### src/rtl/nxn_parallel_crossbar_if.sv
// ---------------------------------------------------------------------------
// nxn_parallel_crossbar_if
//
// Purpose
//   Bundles the flit-side and link-side handshake signals of the NxN parallel
//   crossbar. Flits are packed per port: port k occupies
//   [k*DATA_W +: DATA_W] of the data vectors and [k*SEL_W +: SEL_W] of dst_i.
//
// Parameters
//   DATA_W   flit width in bits
//   PORT_N   number of input ports and of output ports
//   SEL_W    destination select width, derived from PORT_N
//
// Signals (direction as seen by the crossbar)
//   data_i   in   PORT_N*DATA_W  input flits
//   valid_i  in   PORT_N         input flit k valid
//   dst_i    in   PORT_N*SEL_W   destination output of input k
//   ready_o  out  PORT_N         input k flit accepted this cycle
//   data_o   out  PORT_N*DATA_W  output flits (registered)
//   valid_o  out  PORT_N         output j holds a flit (registered)
//   ready_i  in   PORT_N         downstream of output j accepts
//   drop_o   out  1              pulse: flit(s) with out-of-range dst discarded
//
// Modports
//   master   upstream buffers + downstream link drivers (drives the inputs)
//   slave    the crossbar itself
// ---------------------------------------------------------------------------
interface nxn_parallel_crossbar_if #(
    parameter int DATA_W = 8,
    parameter int PORT_N = 5
);
    localparam int SEL_W = $clog2(PORT_N);

    logic [PORT_N*DATA_W-1:0] data_i;
    logic [PORT_N-1:0]        valid_i;
    logic [PORT_N*SEL_W-1:0]  dst_i;
    logic [PORT_N-1:0]        ready_o;
    logic [PORT_N*DATA_W-1:0] data_o;
    logic [PORT_N-1:0]        valid_o;
    logic [PORT_N-1:0]        ready_i;
    logic                     drop_o;

    modport master (
        output data_i,
        output valid_i,
        output dst_i,
        output ready_i,
        input  ready_o,
        input  data_o,
        input  valid_o,
        input  drop_o
    );

    modport slave (
        input  data_i,
        input  valid_i,
        input  dst_i,
        input  ready_i,
        output ready_o,
        output data_o,
        output valid_o,
        output drop_o
    );
endinterface

### src/rtl/nxn_parallel_crossbar.sv
// ---------------------------------------------------------------------------
// nxn_parallel_crossbar
//
// Purpose
//   Registered NxN switch crossbar for the NoC router datapath. Every input
//   carries its own destination select, so up to PORT_N disjoint
//   input->output transfers complete in the same cycle. Each output owns an
//   independent arbiter and a single output register with a valid/ready
//   handshake towards the link driver.
//
// Configuration macro
//   NXN_XBAR_RR_ARB_EN  defined:   round-robin arbiter per output, pointer
//                                  ptr[j] restarts the search after the last
//                                  granted input.
//                       undefined: fixed priority, lowest input index wins;
//                                  no pointer state is built.
//
// Parameters
//   DATA_W   flit width in bits
//   PORT_N   number of input and output ports
//
// Ports
//   clk_i    clock, rising edge
//   rst_ni   asynchronous active-low reset (released synchronously upstream)
//   bus      nxn_parallel_crossbar_if.slave: data_i/valid_i/dst_i/ready_o on
//            the input side, data_o/valid_o/ready_i on the output side, and
//            the drop_o pulse for flits addressed to a non-existent output.
// ---------------------------------------------------------------------------
module nxn_parallel_crossbar #(
    parameter int DATA_W = 8,
    parameter int PORT_N = 5
) (
    input  logic                  clk_i,
    input  logic                  rst_ni,
    nxn_parallel_crossbar_if.slave bus
);
    localparam int SEL_W = $clog2(PORT_N);

    // Unpacked views of the input side
    logic [DATA_W-1:0] flit_p0 [PORT_N];
    logic [SEL_W-1:0]  dst_p0  [PORT_N];
    logic [PORT_N-1:0] bad_p0;

    // Request / grant matrices, indexed [output j][input k]
    logic [PORT_N-1:0] req_p0 [PORT_N];
    logic [PORT_N-1:0] gnt_p0 [PORT_N];
    // Completed grants transposed to [input k][output j] for ready_o
    logic [PORT_N-1:0] win_p0 [PORT_N];
    logic [PORT_N-1:0] ld_en_p0;
    logic [DATA_W-1:0] sel_p0 [PORT_N];

    // Output registers
    logic [DATA_W-1:0] data_p1 [PORT_N];
    logic [PORT_N-1:0] vld_p1;
    logic              drop_p1;

`ifdef NXN_XBAR_RR_ARB_EN
    logic [SEL_W-1:0] ptr_p1  [PORT_N];
    logic [SEL_W-1:0] gidx_p0 [PORT_N];

    // Round-robin pick: rotate the request vector so ptr sits at bit 0,
    // isolate the lowest set bit, then rotate the one-hot result back.
    function automatic logic [PORT_N-1:0] rr_pick(input logic [PORT_N-1:0] req,
                                                  input logic [SEL_W-1:0]  ptr);
        logic [PORT_N-1:0] rot;
        logic [PORT_N-1:0] lsb;
        rot = PORT_N'({req, req} >> ptr);
        lsb = rot & (~rot + 1'b1);
        return PORT_N'(({lsb, lsb} << ptr) >> PORT_N);
    endfunction

    function automatic logic [SEL_W-1:0] onehot_idx(input logic [PORT_N-1:0] oh);
        logic [SEL_W-1:0] idx;
        idx = '0;
        for (int k = 0; k < PORT_N; k++) begin
            if (oh[k]) begin
                idx = SEL_W'(k);
            end
        end
        return idx;
    endfunction
`else
    // Fixed priority: lowest requesting index wins.
    function automatic logic [PORT_N-1:0] fp_pick(input logic [PORT_N-1:0] req);
        return req & (~req + 1'b1);
    endfunction
`endif

    // ---- stage p0: request decode, arbitration, input acceptance ----
    for (genvar k = 0; k < PORT_N; k++) begin : g_in
        assign flit_p0[k] = bus.data_i[k*DATA_W +: DATA_W];
        assign dst_p0[k]  = bus.dst_i[k*SEL_W +: SEL_W];
        // Extra leading zero so PORT_N itself is representable when it is a
        // power of two (the compare is then constant false).
        assign bad_p0[k]  = bus.valid_i[k] && ({1'b0, dst_p0[k]} >= (SEL_W+1)'(PORT_N));
    end

    for (genvar j = 0; j < PORT_N; j++) begin : g_req
        for (genvar k = 0; k < PORT_N; k++) begin : g_req_k
            assign req_p0[j][k] = bus.valid_i[k] && (dst_p0[k] == SEL_W'(j));
        end
    end

    // An output may load when it is empty or its current flit leaves now.
    assign ld_en_p0 = ~vld_p1 | bus.ready_i;

    for (genvar j = 0; j < PORT_N; j++) begin : g_arb
`ifdef NXN_XBAR_RR_ARB_EN
        assign gnt_p0[j] = rr_pick(req_p0[j], ptr_p1[j]);
`else
        assign gnt_p0[j] = fp_pick(req_p0[j]);
`endif
    end

    for (genvar k = 0; k < PORT_N; k++) begin : g_win
        for (genvar j = 0; j < PORT_N; j++) begin : g_win_j
            assign win_p0[k][j] = gnt_p0[j][k] & ld_en_p0[j];
        end
        // Out-of-range destinations are always swallowed so they never block
        // the input. Nothing is accepted while reset is asserted.
        assign bus.ready_o[k] = rst_ni & (bad_p0[k] | (|win_p0[k]));
    end

    // One-hot data mux per output
    always_comb begin
        for (int j = 0; j < PORT_N; j++) begin
            sel_p0[j] = '0;
            for (int k = 0; k < PORT_N; k++) begin
                if (gnt_p0[j][k]) begin
                    sel_p0[j] = flit_p0[k];
                end
            end
        end
    end

`ifdef NXN_XBAR_RR_ARB_EN
    always_comb begin
        for (int j = 0; j < PORT_N; j++) begin
            gidx_p0[j] = onehot_idx(gnt_p0[j]);
        end
    end
`endif

    // ---- stage p1: output registers ----
    always_ff @(posedge clk_i or negedge rst_ni) begin
        if (!rst_ni) begin
            for (int j = 0; j < PORT_N; j++) begin
                data_p1[j] <= '0;
            end
            vld_p1  <= '0;
            drop_p1 <= 1'b0;
        end else begin
            for (int j = 0; j < PORT_N; j++) begin
                if (ld_en_p0[j]) begin
                    // No requester: the register empties but keeps its data.
                    vld_p1[j] <= |gnt_p0[j];
                    if (|gnt_p0[j]) begin
                        data_p1[j] <= sel_p0[j];
                    end
                end
            end
            drop_p1 <= |bad_p0;
        end
    end

`ifdef NXN_XBAR_RR_ARB_EN
    // Pointer moves only on a grant that actually completes.
    always_ff @(posedge clk_i or negedge rst_ni) begin
        if (!rst_ni) begin
            for (int j = 0; j < PORT_N; j++) begin
                ptr_p1[j] <= '0;
            end
        end else begin
            for (int j = 0; j < PORT_N; j++) begin
                if (ld_en_p0[j] && (|gnt_p0[j])) begin
                    ptr_p1[j] <= (gidx_p0[j] == SEL_W'(PORT_N-1)) ? '0 : gidx_p0[j] + 1'b1;
                end
            end
        end
    end
`endif

    for (genvar j = 0; j < PORT_N; j++) begin : g_out
        assign bus.data_o[j*DATA_W +: DATA_W] = data_p1[j];
    end
    assign bus.valid_o = vld_p1;
    assign bus.drop_o  = drop_p1;

endmodule

### src/flat_wrapper.sv
// flat-port wrapper written by rule: the top's interface ports become plain ports
module nxn_parallel_crossbar_flat 
#(
    parameter int DATA_W = 8,
    parameter int PORT_N = 5
)
  (clk_i, rst_ni, bus_data_i, bus_valid_i, bus_dst_i, bus_ready_i, bus_ready_o, bus_data_o, bus_valid_o, bus_drop_o);
  nxn_parallel_crossbar_if #(.DATA_W(DATA_W), .PORT_N(PORT_N)) bus_i ();
  input  logic clk_i;
  input  logic rst_ni;
  input wire logic [$bits(bus_i.data_i)-1:0] bus_data_i;
  input wire logic [$bits(bus_i.valid_i)-1:0] bus_valid_i;
  input wire logic [$bits(bus_i.dst_i)-1:0] bus_dst_i;
  input wire logic [$bits(bus_i.ready_i)-1:0] bus_ready_i;
  output wire logic [$bits(bus_i.ready_o)-1:0] bus_ready_o;
  output wire logic [$bits(bus_i.data_o)-1:0] bus_data_o;
  output wire logic [$bits(bus_i.valid_o)-1:0] bus_valid_o;
  output wire logic [$bits(bus_i.drop_o)-1:0] bus_drop_o;
  assign bus_i.data_i = bus_data_i;
  assign bus_i.valid_i = bus_valid_i;
  assign bus_i.dst_i = bus_dst_i;
  assign bus_i.ready_i = bus_ready_i;
  assign bus_ready_o = bus_i.ready_o;
  assign bus_data_o = bus_i.data_o;
  assign bus_valid_o = bus_i.valid_o;
  assign bus_drop_o = bus_i.drop_o;
  nxn_parallel_crossbar #(.DATA_W(DATA_W), .PORT_N(PORT_N)) u_core (.clk_i(clk_i), .rst_ni(rst_ni), .bus(bus_i));
endmodule
### config.mk
export PLATFORM = sky130hd
export DESIGN_NAME = nxn_parallel_crossbar_flat
export DESIGN_NICKNAME = d
export VERILOG_FILES = /design/src/rtl/nxn_parallel_crossbar_if.sv /design/src/rtl/nxn_parallel_crossbar.sv /design/src/flat_wrapper.sv
export SDC_FILE = /design/constraint.sdc
export NUM_CORES = 1
export LEC_CHECK = 0
export BUFFER_PORTS_ARGS = -buffer_cell sky130_fd_sc_hd__buf_2
export CAP_MARGIN = 20
export CORE_ASPECT_RATIO = 1.2
export CORE_MARGIN = 2
export CORE_UTILIZATION = 45
export DETAILED_ROUTE_END_ITERATION = 6
export PLACE_DENSITY = 0.8
export SLEW_MARGIN = 20
export SYNTH_ARGS = -nofsm -noshare
export SYNTH_HDL_FRONTEND = slang
export SYNTH_SLANG_ARGS = --single-unit
### constraint.sdc
create_clock -name clk_i -period 2.5 [get_ports clk_i]
set_clock_uncertainty 0.15 [all_clocks]
set_input_delay 0.5 -clock clk_i [delete_from_list [all_inputs] [get_ports clk_i]]
set_output_delay 0.5 -clock clk_i [all_outputs]
set_load 0.005 [all_outputs]
==> results.md <==
* Placed cell area at just over 0.005 mm^2
* LEAKAGE at between 2 and 2.5 nW
* Clock root buffer master: clkbuf_8
* Crit path top cell by count: buf_2
* Cell with the most instances after synthesis: nand2_1
* Area grow syn2layout at 39.2%
* Initial DRC Count at about 590
* Fin nets at between 700 and 800
* Buffers & Inverters on Critical Path at 3
* Post-synth top cells: 79 x nand2_1, 74 x nor2_1, 46 x dfrtp_1, 41 x nand3_1
* Overall Power at 0.00234 W
* Final ANT Viol Nets at 0
* Violated checks: setup timing
* Largest net degree at the start of global routing at between 40 and 50
* Post-Synth Adder-Cell Area at 0%
* Compound-Gate Fraction of Synth Area at 27.6%
* Max Buffers Root-to-Sink at 2
* CTS tree: yes
* Initial Util at 46.1%
* Tmin final at around 2.6 ns
* Final wirelength at approximately 16 mm
* Chip height at 107 um
* Status: complete, but fails checks
* Post-synth EDFFs at 0
* Die Width at a little under 90 um
* Syn_nets at between 500 and 600
* Final Instance Area at between 0.005 and 0.006 mm^2
* First-pass GRT wire length at 24.8 mm
* Via/cell ratio at about 6.4
* Residual DRC count at 0
* Worst skew pair latency at 0.31 ns
* Critical path's top delay family: simple AND/OR/NAND/NOR gates
* Critical Path, Cell by Cell: buf_2 -> buf_4 -> and4bb_4 -> nor4_2 -> nand3_1 -> o211ai_1 -> o31a_1 -> buf_2
* Diode count at 0
* Clock transition at path regs at roughly 0.090 ns
* Synth Area in Simple Gates at roughly 38%
* Synthesis Warnings at 0
* Worst rel slew slack at 60.4%
* Comb pwr share at 38.4%
* Routed len/inst at a little over 20 um
* RSZ-0062 raised after global routing: yes
* Max stage delay on crit path at roughly 0.4 ns
* Mux cell area share after synthesis at 0%
* HP Class: flop to flop
* Hold Vio Cnt, Final at 0
* FP Rows at 37
* Placed wire-length estimate at between 10 and 15 mm
* Hold_ws at between 0.3 and 0.4 ns
* Max Cap Viol at 0
* Final worst slack at -0.103 ns
* Synth top area share at between 20% and 30%
* Peak supply drop at 0.179 mV
* Filler Cells Inserted at around 780
* CTS sink count at 46
* Net switching power at a little over 0.0008 W
* Vias at between 5000 and 6000
* Syn_area_per_cell at 7.62 um^2
* Synthesized netlist cell count at ~520
* Area of the core at 0.00856 mm^2
* H-Tree Level Count at 2
* Die ar. at between 0.009 and 0.01 mm^2
* Critical path endpoint category: output pin
* CP Launch Type: input port
* Unique masters post-synth at between 40 and 50
* Crit path kind: input port to output pin
* Worst Tran Pin Value at between 0.5 and 0.6 ns
* Crit path arrival time at a little under 2 ns
* Asr flop ratio synth at 100%
* Post-Synth XOR/XNOR Area at 0%
* Layout cell share with drive strength beyond 1 at 35.4%
* Ports at ~120
* Total track usage at about 34%
* Tcrit/Tclk final at 104%
* Post-Syn Area at about 0.004 mm^2
* Worst slack, placed at -0.174 ns
* DRT Pass-1 Iters at 5
* Largest family of logic cells by synthesized area: simple AND/OR/NAND/NOR gates
* Sw frac at between 30% and 40%
* Final Max Slew Viols at 0
* Vias in the first global route at roughly 4700
* Most used DFF post-synth: dfrtp_1
* Total grt overflow at 0
* Slowest-stage cell, CP: and4bb_4
* Sequential share of power at a little over 40%
* Synth area leaders: dfrtp_1 29%, nand2_1 7.5%, nor2_1 7.0%
* Clock Power Share at roughly 20%
* GPL Wtd Cong at 0.988
* Max Fanout on Critical Path at 7
* Maximum clock rate at 0.384 GHz
* CTS buffer count at 5
* Pwr dens at approximately 430 mW/mm^2
* #FFs+latches synth at 46
* Initial antenna violation count at 0
* Worst EP required at roughly 1.9 ns
* IO Port Bufs at between 100 and 150
* Post-synth top area cell: dfrtp_1
* Register area share after synthesis at 29.2%
* Internal power at roughly 0.0015 W
* Final setup viols at 3
-- final timing paths --
| path | startpoint | to | slack, ns | cells after the start |
|---|---|---|---|---|
| max in group asynchronous | rst_ni | u_core.bus.data_o[29]$_DFFE_PN0P_ | 1.04 | 3 |
| max | bus_dst_i[4] | bus_ready_o[4] | -0.10 | 8 |
| min reg2reg | u_core.bus.data_o[34]$_DFFE_PN0P_ | u_core.bus.data_o[34]$_DFFE_PN0P_ | 0.33 | 2 |
| min in group asynchronous | rst_ni | u_core.bus.drop_o$_DFF_PN0_ | 0.36 | 2 |
| max reg2reg | u_core.bus.valid_o[1]$_DFFE_PN0P_ | u_core.bus.data_o[12]$_DFFE_PN0P_ | 0.77 | 4 |
| min | u_core.bus.data_o[34]$_DFFE_PN0P_ | u_core.bus.data_o[34]$_DFFE_PN0P_ | 0.33 | 2 |
-- tightest hold or removal path, cell delays in order (launching register included) --
cell and delay [ns]:
dfrtp_1 0.35, nand2_1 0.05, o31ai_1 0.05
-- final cells by class --
cell class                      instances  area (um^2)  area share, %
Multi-Input combinational cell        428         2710           49.3
Timing Repair Buffer                  208         1400           25.5
Sequential cell                        46         1150           20.9
Tap cell                              117          146           2.66
Clock buffer                            6         82.6           1.50
Inverter                                1         3.75         0.0683
-- power groups by stage --
| stage | sequential, W | combinational (W) | clock, W |
|---|---|---|---|
| 3_3_place_gp | 0.000970 | 0.000813 | 0 |
| 4_1_cts | 0.000964 | 0.000862 | 0.000477 |
| 5_1_grt | 0.000980 | 0.000974 | 0.000506 |
| 3_5_place_dp | 0.000978 | 0.000829 | 0 |
| 2_1_floorplan | 0.000984 | 0.000369 | 0 |
| 6_report | 0.000963 | 0.000899 | 0.000476 |
-- cells by family (layout without fill, tap and decap cells) --
logic type | count (synthesis) | count (layout)
compound gates | 155 | 155
buf+inv | 44 | 215
flops | 46 | 46
simple gates | 273 | 273
-- per-stage QoR --
| stage | TNS (ns) | utilization, % | std cells |
|---|---|---|---|
| after global routing | -0.294 | 64.2 | 806 |
| after global placement | -1.05 | 58.9 | 783 |
| after floorplan | -0.0578 | - | 518 |
| final | -0.136 | 64.2 | 806 |
| after detailed placement | -1.98 | 58.9 | 783 |
| after CTS | -0.219 | 62.5 | 801 |
-- sequential cells by signal, indices dropped and copies added, names as in the netlist --
name and flops:
u_core.bus.data_o 40, u_core.bus.drop_o 1, u_core.bus.valid_o 5
-- timing repair --
item,in CTS,in global routing
pin swaps,12,11
hold buffers,1,0
gates resized for setup,24,17
hold endpoints to repair,1,0
cloned,1,0
setup buffers,10,4
setup endpoints to repair,4,6
-- per-layer routing --
metal / part of all wire, % / GRT usage, %
met1: 36 / 41.4
met2: 47 / 56.0
met3: 9.5 / 4.70
met4: 6.8 / 19.9
met5: 0 / 0
-- layout by cell type, fill, tap and decap left out, types with 3 or more instances in the layout --
cell type	count
nand4_1	4
o211ai_1	6
buf_6	15
a31oi_1	32
or4b_4	4
nand4b_1	12
nor2b_1	7
buf_2	110
a211oi_1	32
or3_1	4
nand3_1	39
o21ai_0	11
nor3_1	6
dfrtp_1	46
a221oi_1	8
nand2_1	79
nand2b_1	8
a22o_1	9
nand4bb_1	6
a21oi_1	10
o21ai_1	3
buf_4	78
o31ai_1	32
clkbuf_8	6
nor2_1	74
No activity file was read; power rests on OpenSTA's default activity.
